===== config.mk =====
export PLATFORM = sky130hd
export DESIGN_NAME = group_change_scanner
export DESIGN_NICKNAME = d
export VERILOG_FILES = /design/src/rtl/group_change_scanner.sv
export SDC_FILE = /design/constraint.sdc
export NUM_CORES = 1
export LEC_CHECK = 0
export BUFFER_PORTS_ARGS = -buffer_cell sky130_fd_sc_hd__buf_2
export CAP_MARGIN = 10
export CORE_UTILIZATION = 55
export DETAILED_ROUTE_END_ITERATION = 8
export PLACE_DENSITY = 0.75
export RECOVER_POWER = 100
export SLEW_MARGIN = 20
export SYNTH_ARGS = -nofsm -noshare
export SYNTH_HDL_FRONTEND = slang
export SYNTH_SLANG_ARGS = --single-unit

===== constraint.sdc =====
create_clock -name iClk -period 2.8 [get_ports iClk]
set_clock_uncertainty 0.1 [all_clocks]
set_input_delay 0.56 -clock iClk [delete_from_list [all_inputs] [get_ports iClk]]
set_output_delay 0.56 -clock iClk [all_outputs]
set_load 0.05 [all_outputs]

===== src/rtl/group_change_scanner.sv =====
// Purpose: scan the 16 groups of a 128-to-8 mux and queue {group, data} events for groups whose value changed.
// Latency: one group per DWELL+1 cycles; an event is visible at the FIFO head on the cycle after its sample.
// Backpressure: events wait in a FWFT FIFO; a change seen while the FIFO is full sets sticky overflow and is retried next sweep.

// Generic first-word-fall-through FIFO; a push while full is taken only together with a pop.
module gcs_fifo #(
  parameter int WIDTH = 12,
  parameter int DEPTH = 4
) (
  input  logic             clk,
  input  logic             rst_n,
  input  logic             push,
  input  logic [WIDTH-1:0] push_dat,
  input  logic             pop,
  output logic [WIDTH-1:0] head_dat,
  output logic             full,
  output logic             empty
);
  localparam int AW = $clog2(DEPTH);

  logic [WIDTH-1:0] mem [DEPTH];
  logic [AW:0]      wr_ptr;
  logic [AW:0]      rd_ptr;
  logic             push_ok;
  logic             pop_ok;

  assign empty    = (wr_ptr == rd_ptr);
  assign full     = (wr_ptr[AW] != rd_ptr[AW]) && (wr_ptr[AW-1:0] == rd_ptr[AW-1:0]);
  assign pop_ok   = pop && !empty;
  assign push_ok  = push && (!full || pop_ok);
  assign head_dat = mem[rd_ptr[AW-1:0]];

  // Read/write pointers with an extra wrap bit to tell full from empty.
  always_ff @(posedge clk or negedge rst_n) begin
    if (!rst_n) begin
      wr_ptr <= '0;
      rd_ptr <= '0;
    end else begin
      if (push_ok) wr_ptr <= wr_ptr + 1'b1;
      if (pop_ok)  rd_ptr <= rd_ptr + 1'b1;
    end
  end

  // Storage is cleared on reset so the head reads zero until the first push.
  always_ff @(posedge clk or negedge rst_n) begin
    if (!rst_n) begin
      for (int i = 0; i < DEPTH; i++) mem[i] <= '0;
    end else if (push_ok) begin
      mem[wr_ptr[AW-1:0]] <= push_dat;
    end
  end
endmodule

module group_change_scanner #(
  parameter int DWELL      = 2,
  parameter int FIFO_DEPTH = 4
) (
  input  logic       iClk,
  input  logic       iRst_n,
  input  logic       iEnable,
  output logic [3:0] ovSel,
  input  logic [7:0] ivGroupData,
  output logic       oEvtValid,
  output logic [3:0] ovEvtGroup,
  output logic [7:0] ovEvtData,
  input  logic       iEvtReady,
  output logic       oOverflow,
  input  logic       iClrOverflow,
  output logic       oBaselineValid,
  output logic       oSweepDone
);
  typedef enum logic [1:0] {IDLE, SETTLE, SAMPLE} state_t;

  localparam logic [3:0] DWELL_LAST = 4'(DWELL - 1);

  state_t     state;
  state_t     state_nxt;
  logic [3:0] dwell_cnt;
  logic [3:0] dwell_cnt_nxt;
  logic [3:0] sel_nxt;
  logic       sample_vld;

  logic [7:0]  shadow [16];
  logic        differs;
  logic        can_accept;
  logic        evt_push;
  logic        evt_pop;
  logic        ovf_set;
  logic        shadow_wr;
  logic        fifo_full;
  logic        fifo_empty;
  logic [11:0] head_dat;

  // Sequencer registers: state, dwell counter and the mux select.
  always_ff @(posedge iClk or negedge iRst_n) begin
    if (!iRst_n) begin
      state     <= IDLE;
      dwell_cnt <= '0;
      ovSel     <= '0;
    end else begin
      state     <= state_nxt;
      dwell_cnt <= dwell_cnt_nxt;
      ovSel     <= sel_nxt;
    end
  end

  // Next-state: hold the select DWELL cycles, sample once, then advance or park in IDLE.
  always_comb begin
    state_nxt     = state;
    dwell_cnt_nxt = dwell_cnt;
    sel_nxt       = ovSel;
    sample_vld    = 1'b0;
    case (state)
      IDLE: begin
        sel_nxt = 4'd0;
        if (iEnable) begin
          state_nxt     = SETTLE;
          dwell_cnt_nxt = 4'd0;
        end
      end
      SETTLE: begin
        if (dwell_cnt == DWELL_LAST) begin
          state_nxt = SAMPLE;
        end else begin
          dwell_cnt_nxt = dwell_cnt + 4'd1;
        end
      end
      SAMPLE: begin
        sample_vld    = 1'b1;
        dwell_cnt_nxt = 4'd0;
        if (!iEnable) begin
          state_nxt = IDLE;
          sel_nxt   = 4'd0;
        end else begin
          state_nxt = SETTLE;
          sel_nxt   = ovSel + 4'd1;
        end
      end
      default: begin
        state_nxt = IDLE;
        sel_nxt   = 4'd0;
      end
    endcase
  end

  assign oSweepDone = sample_vld && (ovSel == 4'd15);
  assign evt_pop    = oEvtValid && iEvtReady;

  // Change detection: a refused change leaves the shadow stale so the next sweep finds it again.
  always_comb begin
    differs    = (ivGroupData != shadow[ovSel]);
    can_accept = !fifo_full || evt_pop;
    evt_push   = sample_vld && oBaselineValid && differs && can_accept;
    ovf_set    = sample_vld && oBaselineValid && differs && !can_accept;
    shadow_wr  = sample_vld && (!oBaselineValid || evt_push);
  end

  // Shadow copy of the last accepted value of each group.
  always_ff @(posedge iClk or negedge iRst_n) begin
    if (!iRst_n) begin
      for (int i = 0; i < 16; i++) shadow[i] <= '0;
    end else if (shadow_wr) begin
      shadow[ovSel] <= ivGroupData;
    end
  end

  // Baseline flag: set after a complete sweep, dropped whenever scanning stops.
  always_ff @(posedge iClk or negedge iRst_n) begin
    if (!iRst_n) begin
      oBaselineValid <= 1'b0;
    end else if (sample_vld) begin
      if (!iEnable)             oBaselineValid <= 1'b0;
      else if (ovSel == 4'd15)  oBaselineValid <= 1'b1;
    end
  end

  // Sticky overflow; a new overflow in the same cycle beats the clear.
  always_ff @(posedge iClk or negedge iRst_n) begin
    if (!iRst_n) begin
      oOverflow <= 1'b0;
    end else if (ovf_set) begin
      oOverflow <= 1'b1;
    end else if (iClrOverflow) begin
      oOverflow <= 1'b0;
    end
  end

  gcs_fifo #(
    .WIDTH (12),
    .DEPTH (FIFO_DEPTH)
  ) u_evt_fifo (
    .clk      (iClk),
    .rst_n    (iRst_n),
    .push     (evt_push),
    .push_dat ({ovSel, ivGroupData}),
    .pop      (evt_pop),
    .head_dat (head_dat),
    .full     (fifo_full),
    .empty    (fifo_empty)
  );

  assign oEvtValid  = !fifo_empty;
  assign ovEvtGroup = head_dat[11:8];
  assign ovEvtData  = head_dat[7:0];
endmodule


### Word level (Yosys, flattened, before mapping)

Index checks and enable logic that the tools add are counted.
W data, S select, Z words.

| operators by class | value |
|---|---|
| order comparisons | 5 |
| bitwise operators | 3 |
| mux-type cells | 26 |
| reductions and logical operators | 25 |
| add/subtract/negate cells | 4 |
| eq/ne operators | 12 |

Operator list:

| operator | number |
|---|---|
| $bwmux W128 | 1 |
| $bwmux W48 | 1 |
| $mux W12 | 3 |
| $bmux W8 S4 | 1 |
| $demux W8 S4 | 1 |
| $bmux W12 S2 | 1 |
| $demux W12 S2 | 1 |
| $mux W8 | 3 |
| $logic_and A1 B1 Y1 | 12 |
| $mux W4 | 3 |
| $pmux W4 S3 | 1 |
| $add A4 B1 Y4 const B | 2 |
| $ne A8 B8 Y1 | 1 |
| $pmux W4 S2 | 1 |
| $add A3 B1 Y3 const B | 2 |
| $ge A3 B3 Y1 const B | 2 |
| $mux W1 | 6 |
| $ne A2 B2 Y1 const B | 3 |
| $not A2 Y3 | 2 |
| $pmux W2 S3 | 1 |
| $ge A5 B5 Y1 const B | 1 |
| $lt A5 B1 Y1 const B | 1 |
| $not A4 Y5 | 1 |
| $eq A4 B1 Y1 const B | 1 |
| 16 further kinds | 23 |

| storage, ports and cells | value |
|---|---|
| output and inout port bits | 20 |
| bits of input ports | 13 |
| register bits after elaboration | 194 |

### Longest topological paths before layout

| depth | value |
|---|---|
| depth after elaboration | 9 |
| mapped depth | 14 |
| gate-level depth less buffers | 8 |

### Hierarchy

A second synthesis with hierarchy kept.

| unflattened totals | value |
|---|---|
| cell total of the unflattened synthesis | 655 |
| area total of the unflattened synthesis | 9,668.0 um^2 |

Modules (own cells, without submodules):

| module | area an instance (um^2) | seq. area each (um^2) | cells each | times used |
|---|---|---|---|---|
| group_change_scanner | 7,066.8 | 3,503.4 | 496 | 1 |
| gcs_fifo | 2,601.2 | 1,351.3 | 159 | 1 |

### Least setup slack after synthesis

OpenSTA, ideal clock, no wires.

| timing path | value |
|---|---|
| path type | register to register |
| start | reg ovSel[1] |
| end | reg u_evt_fifo.mem[10] in the netlist's numbering |
| period minus slack after synthesis | 3.242 ns |
| cell stages (with the launch flop) | 12 |
| path buffers | 4 |
| path slack | -0.442 ns |
| arrival | 3.017 ns |
| cells stage by stage | dfrtp_1 -> buf_6 -> buf_12 -> mux4_2 -> mux2i_1 -> xnor2_1 -> nor3_1 -> o2111a_1 -> buf_6 -> nor2_1 -> buf_4 -> mux2_2 |

| between the ends | value |
|---|---|
| word-level cells in the longest chain between the ends | 8 |

Ends and longest elaborated chain:

| item | RTL line | RTL |
|---|---|---|
| start: declaration | 61 | `output logic [3:0] ovSel,` |
| start signal: assignment | 103 | `ovSel <= sel_nxt;` |
| $not A4 Y5 (not written as such) | 151 | `differs = (ivGroupData != shadow[ovSel]);` |
| $bmux W8 S4 | 151 |  |
| $mux W8 (not written as such) (2 in a row) | 151 |  |
| $ne A8 B8 Y1 | 151 |  |
| $logic_and A1 B1 Y1 (2 in a row) | 153 | `evt_push = sample_vld && oBaselineValid && differs && can_accept;` |
| $logic_and A1 B1 Y1 | 30 | `assign push_ok = push && (!full \|\| pop_ok);` |
| end signal: indexed assignment | 49 | `mem[wr_ptr[AW-1:0]] <= push_dat;` |
| end: declaration | 21 | `logic [WIDTH-1:0] mem [DEPTH];` |

Every way passes these cells. The select of a mux whose other input is x is not followed.
A chain may end at the register's enable or synchronous reset.

### Final worst setup path

| timing path | value |
|---|---|
| start | reg ovSel[1] |
| end | reg shadow[13] in the netlist's numbering |

| between the ends | value |
|---|---|
| word-level cells in the longest chain between the ends | 9 |

Ends and longest elaborated chain:

| item | RTL line | RTL |
|---|---|---|
| $not A4 Y5 (not written as such) * | 151, 163 |  |
| $bmux W8 S4 | 151 |  |
| $mux W8 (not written as such) (2 in a row) | 151 |  |
| $ne A8 B8 Y1 | 151 |  |
| $logic_and A1 B1 Y1 (2 in a row) | 153 |  |
| $logic_or A1 B1 Y1 | 155 | `shadow_wr = sample_vld && (!oBaselineValid \|\| evt_push);` |
| $logic_and A1 B1 Y1 | 155 |  |
| end signal: indexed assignment | 163 | `shadow[ovSel] <= ivGroupData;` |
| end: declaration | 83 | `logic [7:0] shadow [16];` |

Mark *: on every way between the ends. The rest lies on a longest branch, timed or not. The select of a mux whose other input is x is not followed.

==> impl_metrics.json <==
{
  "status": "finished with violations",
  "violations": "negative setup slack",
  "drtIter0Drc": 829,
  "hold_violations": 0,
  "portBuffers": 32,
  "r2r_end": "shadow[13]",
  "dieArea_um2": 20200,
  "hold_start": "iClrOverflow",
  "finalWeightedCongestion": 0.890,
  "fillers": 1373,
  "synth_edf_count": 0,
  "start_kind": "register",
  "synth_most_common_cell": "dfrtp_1",
  "grt_pass1_vias": 8391,
  "rr_worst_depth": 12,
  "grt-ovfl-total": 0,
  "drc_errors": 0,
  "ys.flop_type": "dfrtp_1",
  "vias": 8354,
  "nets": 917,
  "synth_common_cells": "dfrtp_1 (194), a41o_1 (120), o211a_1 (120), clkbuf_1 (56), mux2_2 (54)",
  "worstHoldEndpoint": "oOverflow",
  "setup_violations": 180,
  "seqCellArea_um2": 4860,
  "firstDrtPassIters": 8,
  "min_period_ns": 3.12,
  "grt_pass1_wl_mm": 47.1,
  "ff2ff_setup_slack_ns": -0.32,
  "clk_pin_slew_ns": 0.08,
  "power_density_nw_per_um2": 677,
  "dpl.hpwl_mm": 19.2,
  "synth-seq-area-share_pct": 44.9,
  "dp_worst_setup_slack_ns": -0.507,
  "multi_input_area_um2": 5410,
  "syn_to_final_growth_pct": 12.6,
  "worstPathMaxFanout": 11,
  "hold_depth": 2,
  "setup_ws_ns": -0.317,
  "cts_made_buffers": 17,
  "grt_util_all_layers_pct": 30.6,
  "synth_area_leaders": "dfrtp_1 (45%), a41o_1 (11%), o211a_1 (11%)",
  "io_pins": 33,
  "antenna_left": 0,
  "initial_utilization_pct": 57.0,
  "syn_nets": 892,
  "syn_area_um2": 10800,
  "rows": 50,
  "cts_buffer_depth": 2,
  "fin_crit_sh_pct": 111,
  "wl_per_cell_um": 25.5,
  "cts_tree": "done",
  "finalMaxSlewViolations": 0,
  "fin_util_pct": 64.2,
  "maxCapViolCount": 0,
  "syn_avg_cell_area_um2": 12.4,
  "ys_warn_count": 0,
  "worstSetupPathType": "register to register",
  "antenna_cells": 0,
  "synth_cells": 868,
  "p_leak_nw": 7.14,
  "grt_max_degree": 72,
  "drive_above_1_share_pct": 26.9,
  "clkLatencyLatePin_ns": 0.45,
  "vias_per_cell": 7.16,
  "arrival_ns": 3.35,
  "relSlewSlack_pct": 11.5,
  "postPlaceCellArea_um2": 11500,
  "antenna_found_initial": 0,
  "ir_worst_vdd_mv": 0.474,
  "fmax_mhz": 321,
  "yosys.area.top_type_share_pct": 44.9,
  "required_ns": 3.04,
  "clock-sinks": 194,
  "finalInstanceArea_um2": 12200,
  "async_flop_share_pct": 100,
  "cp-end-kind": "register",
  "drt_wl_total_mm": 29.7,
  "r2r-start": "ovSel[1]",
  "worst_slew_pin_slew_ns": 1.33,
  "hp-class": "input pin to register",
  "core-area_um2": 19000,
  "cts_root_buf": "clkbuf_16",
  "die_y_um": 142,
  "yosysTopAreaCell": "dfrtp_1",
  "rsz0062_at_grt": "yes",
  "synth-seq-cells": 194,
  "die_width_um": 142,
  "htree_num_levels": 4,
  "synthDistinctLibCells": 45
}
-- final cells by class --
| cell class | instances | share of cell area [%] |
|---|---|---|
| Tap cell | 260 | 2.67 |
| Timing Repair Buffer | 111 | 7.66 |
| Inverter | 12 | 0.380 |
| Clock inverter | 14 | 1.33 |
| Clock buffer | 18 | 3.61 |
| Sequential cell | 194 | 39.9 |
| Multi-Input combinational cell | 557 | 44.4 |
-- worst max path at each step --
stage | cells past startpoint | slack, ns | end | from
finish | 12 | -0.32 | shadow[13] | ovSel[1]
global route | 12 | -0.41 | shadow[13] | ovSel[1]
CTS | 11 | -0.28 | shadow[13] | ovSel[1]
detailed placement | 10 | -0.51 | shadow[2] | ovSel[1]
global placement | 10 | -0.47 | shadow[0] | ovSel[1]
floorplan | 11 | -0.21 | u_evt_fifo.mem[13] | ovSel[1]
-- critical path, cell delays in order, from the launching register on --
cell      delay, ns
dfrtp_2        0.41
buf_12         0.15
buf_4          0.15
mux4_2         0.52
mux2i_1        0.18
mux2i_1        0.12
xnor2_1        0.14
and3_1         0.19
o2111a_4       0.19
buf_4          0.19
buf_4          0.18
o211a_1        0.25
a41o_1         0.22
-- report_power, final --
group | leakage (nW) | internal [mW] | switching (mW)
sequential | 2.63 | 3.10 | 0.229
clock | 0.290 | 1.23 | 1.23
combinational | 4.23 | 0.938 | 1.52
-- sequential cells by signal (all words and copies together), names as in the netlist --
name / cells
u_evt_fifo.rd_ptr: 3
u_evt_fifo.wr_ptr: 3
oBaselineValid: 1
shadow: 128
u_evt_fifo.mem: 48
ovSel: 4
dwell_cnt: 4
state: 2
oOverflow: 1
-- logic make-up (layout without fill, tap and decap cells) --
logic type	Yosys count	after routing	share of synthesized area, %
AOI/OAI and AO/OA	281	281	24.9
DFF	194	194	44.9
muxes	124	124	16.3
and+or+nand+nor	121	121	5.08
buffers and inverters	117	155	5.84
xor gates and xnor gates	20	20	1.62
adders and majority gates	11	11	1.27
-- routing by layer --
layer	up-vias	share of wire, %	global-route usage (%)
li1	3520	-	-
met1	4361	41	42.0
met2	405	49	48.3
met3	68	7.5	5.48
met4	0	2.7	12.0
met5	-	0	0
-- cell usage in the layout, fill, tap and decap left out, drive strengths merged, types with 2 or more instances in the layout --
cell type	n
a211oi	2
a21oi	2
a221oi	2
a22oi	2
a311o	8
a41o	120
and2	4
and3	3
buf	89
clkbuf	39
clkinv	7
dfrtp	194
ha	11
inv	18
mux2	54
mux2i	34
mux4	36
nand2	52
nand3	29
nand4	2
nor2	15
nor2b	7
nor3	4
nor4	2
o211a	120
o21ai	16
o22ai	3
xnor2	12
xor2	8
-- stage by stage --
stage | hold slack, ns | cells | TNS, ns | total power, mW
4_1_cts | 0.183 | 1165 | -36.34 | 8.26
5_1_grt | 0.203 | 1166 | -61.82 | 8.57
2_1_floorplan | 0.164 | 868 | -34.35 | 5.01
3_5_place_dp | 0.385 | 1131 | -75.81 | 5.78
3_3_place_gp | 0.376 | 1131 | -75.28 | 5.66
6_report | 0.197 | 1166 | -42.67 | 8.24
-- what timing repair did --
item	4_1_cts	5_1_grt
gates resized for setup	10	5
endpoints found under the setup margin	180	181
cloned	0	0
endpoints found under the hold margin	46	0
hold buffers	1	0
pin swaps	11	6
setup buffers	1	1
Power figures use the tool's default switching activity.
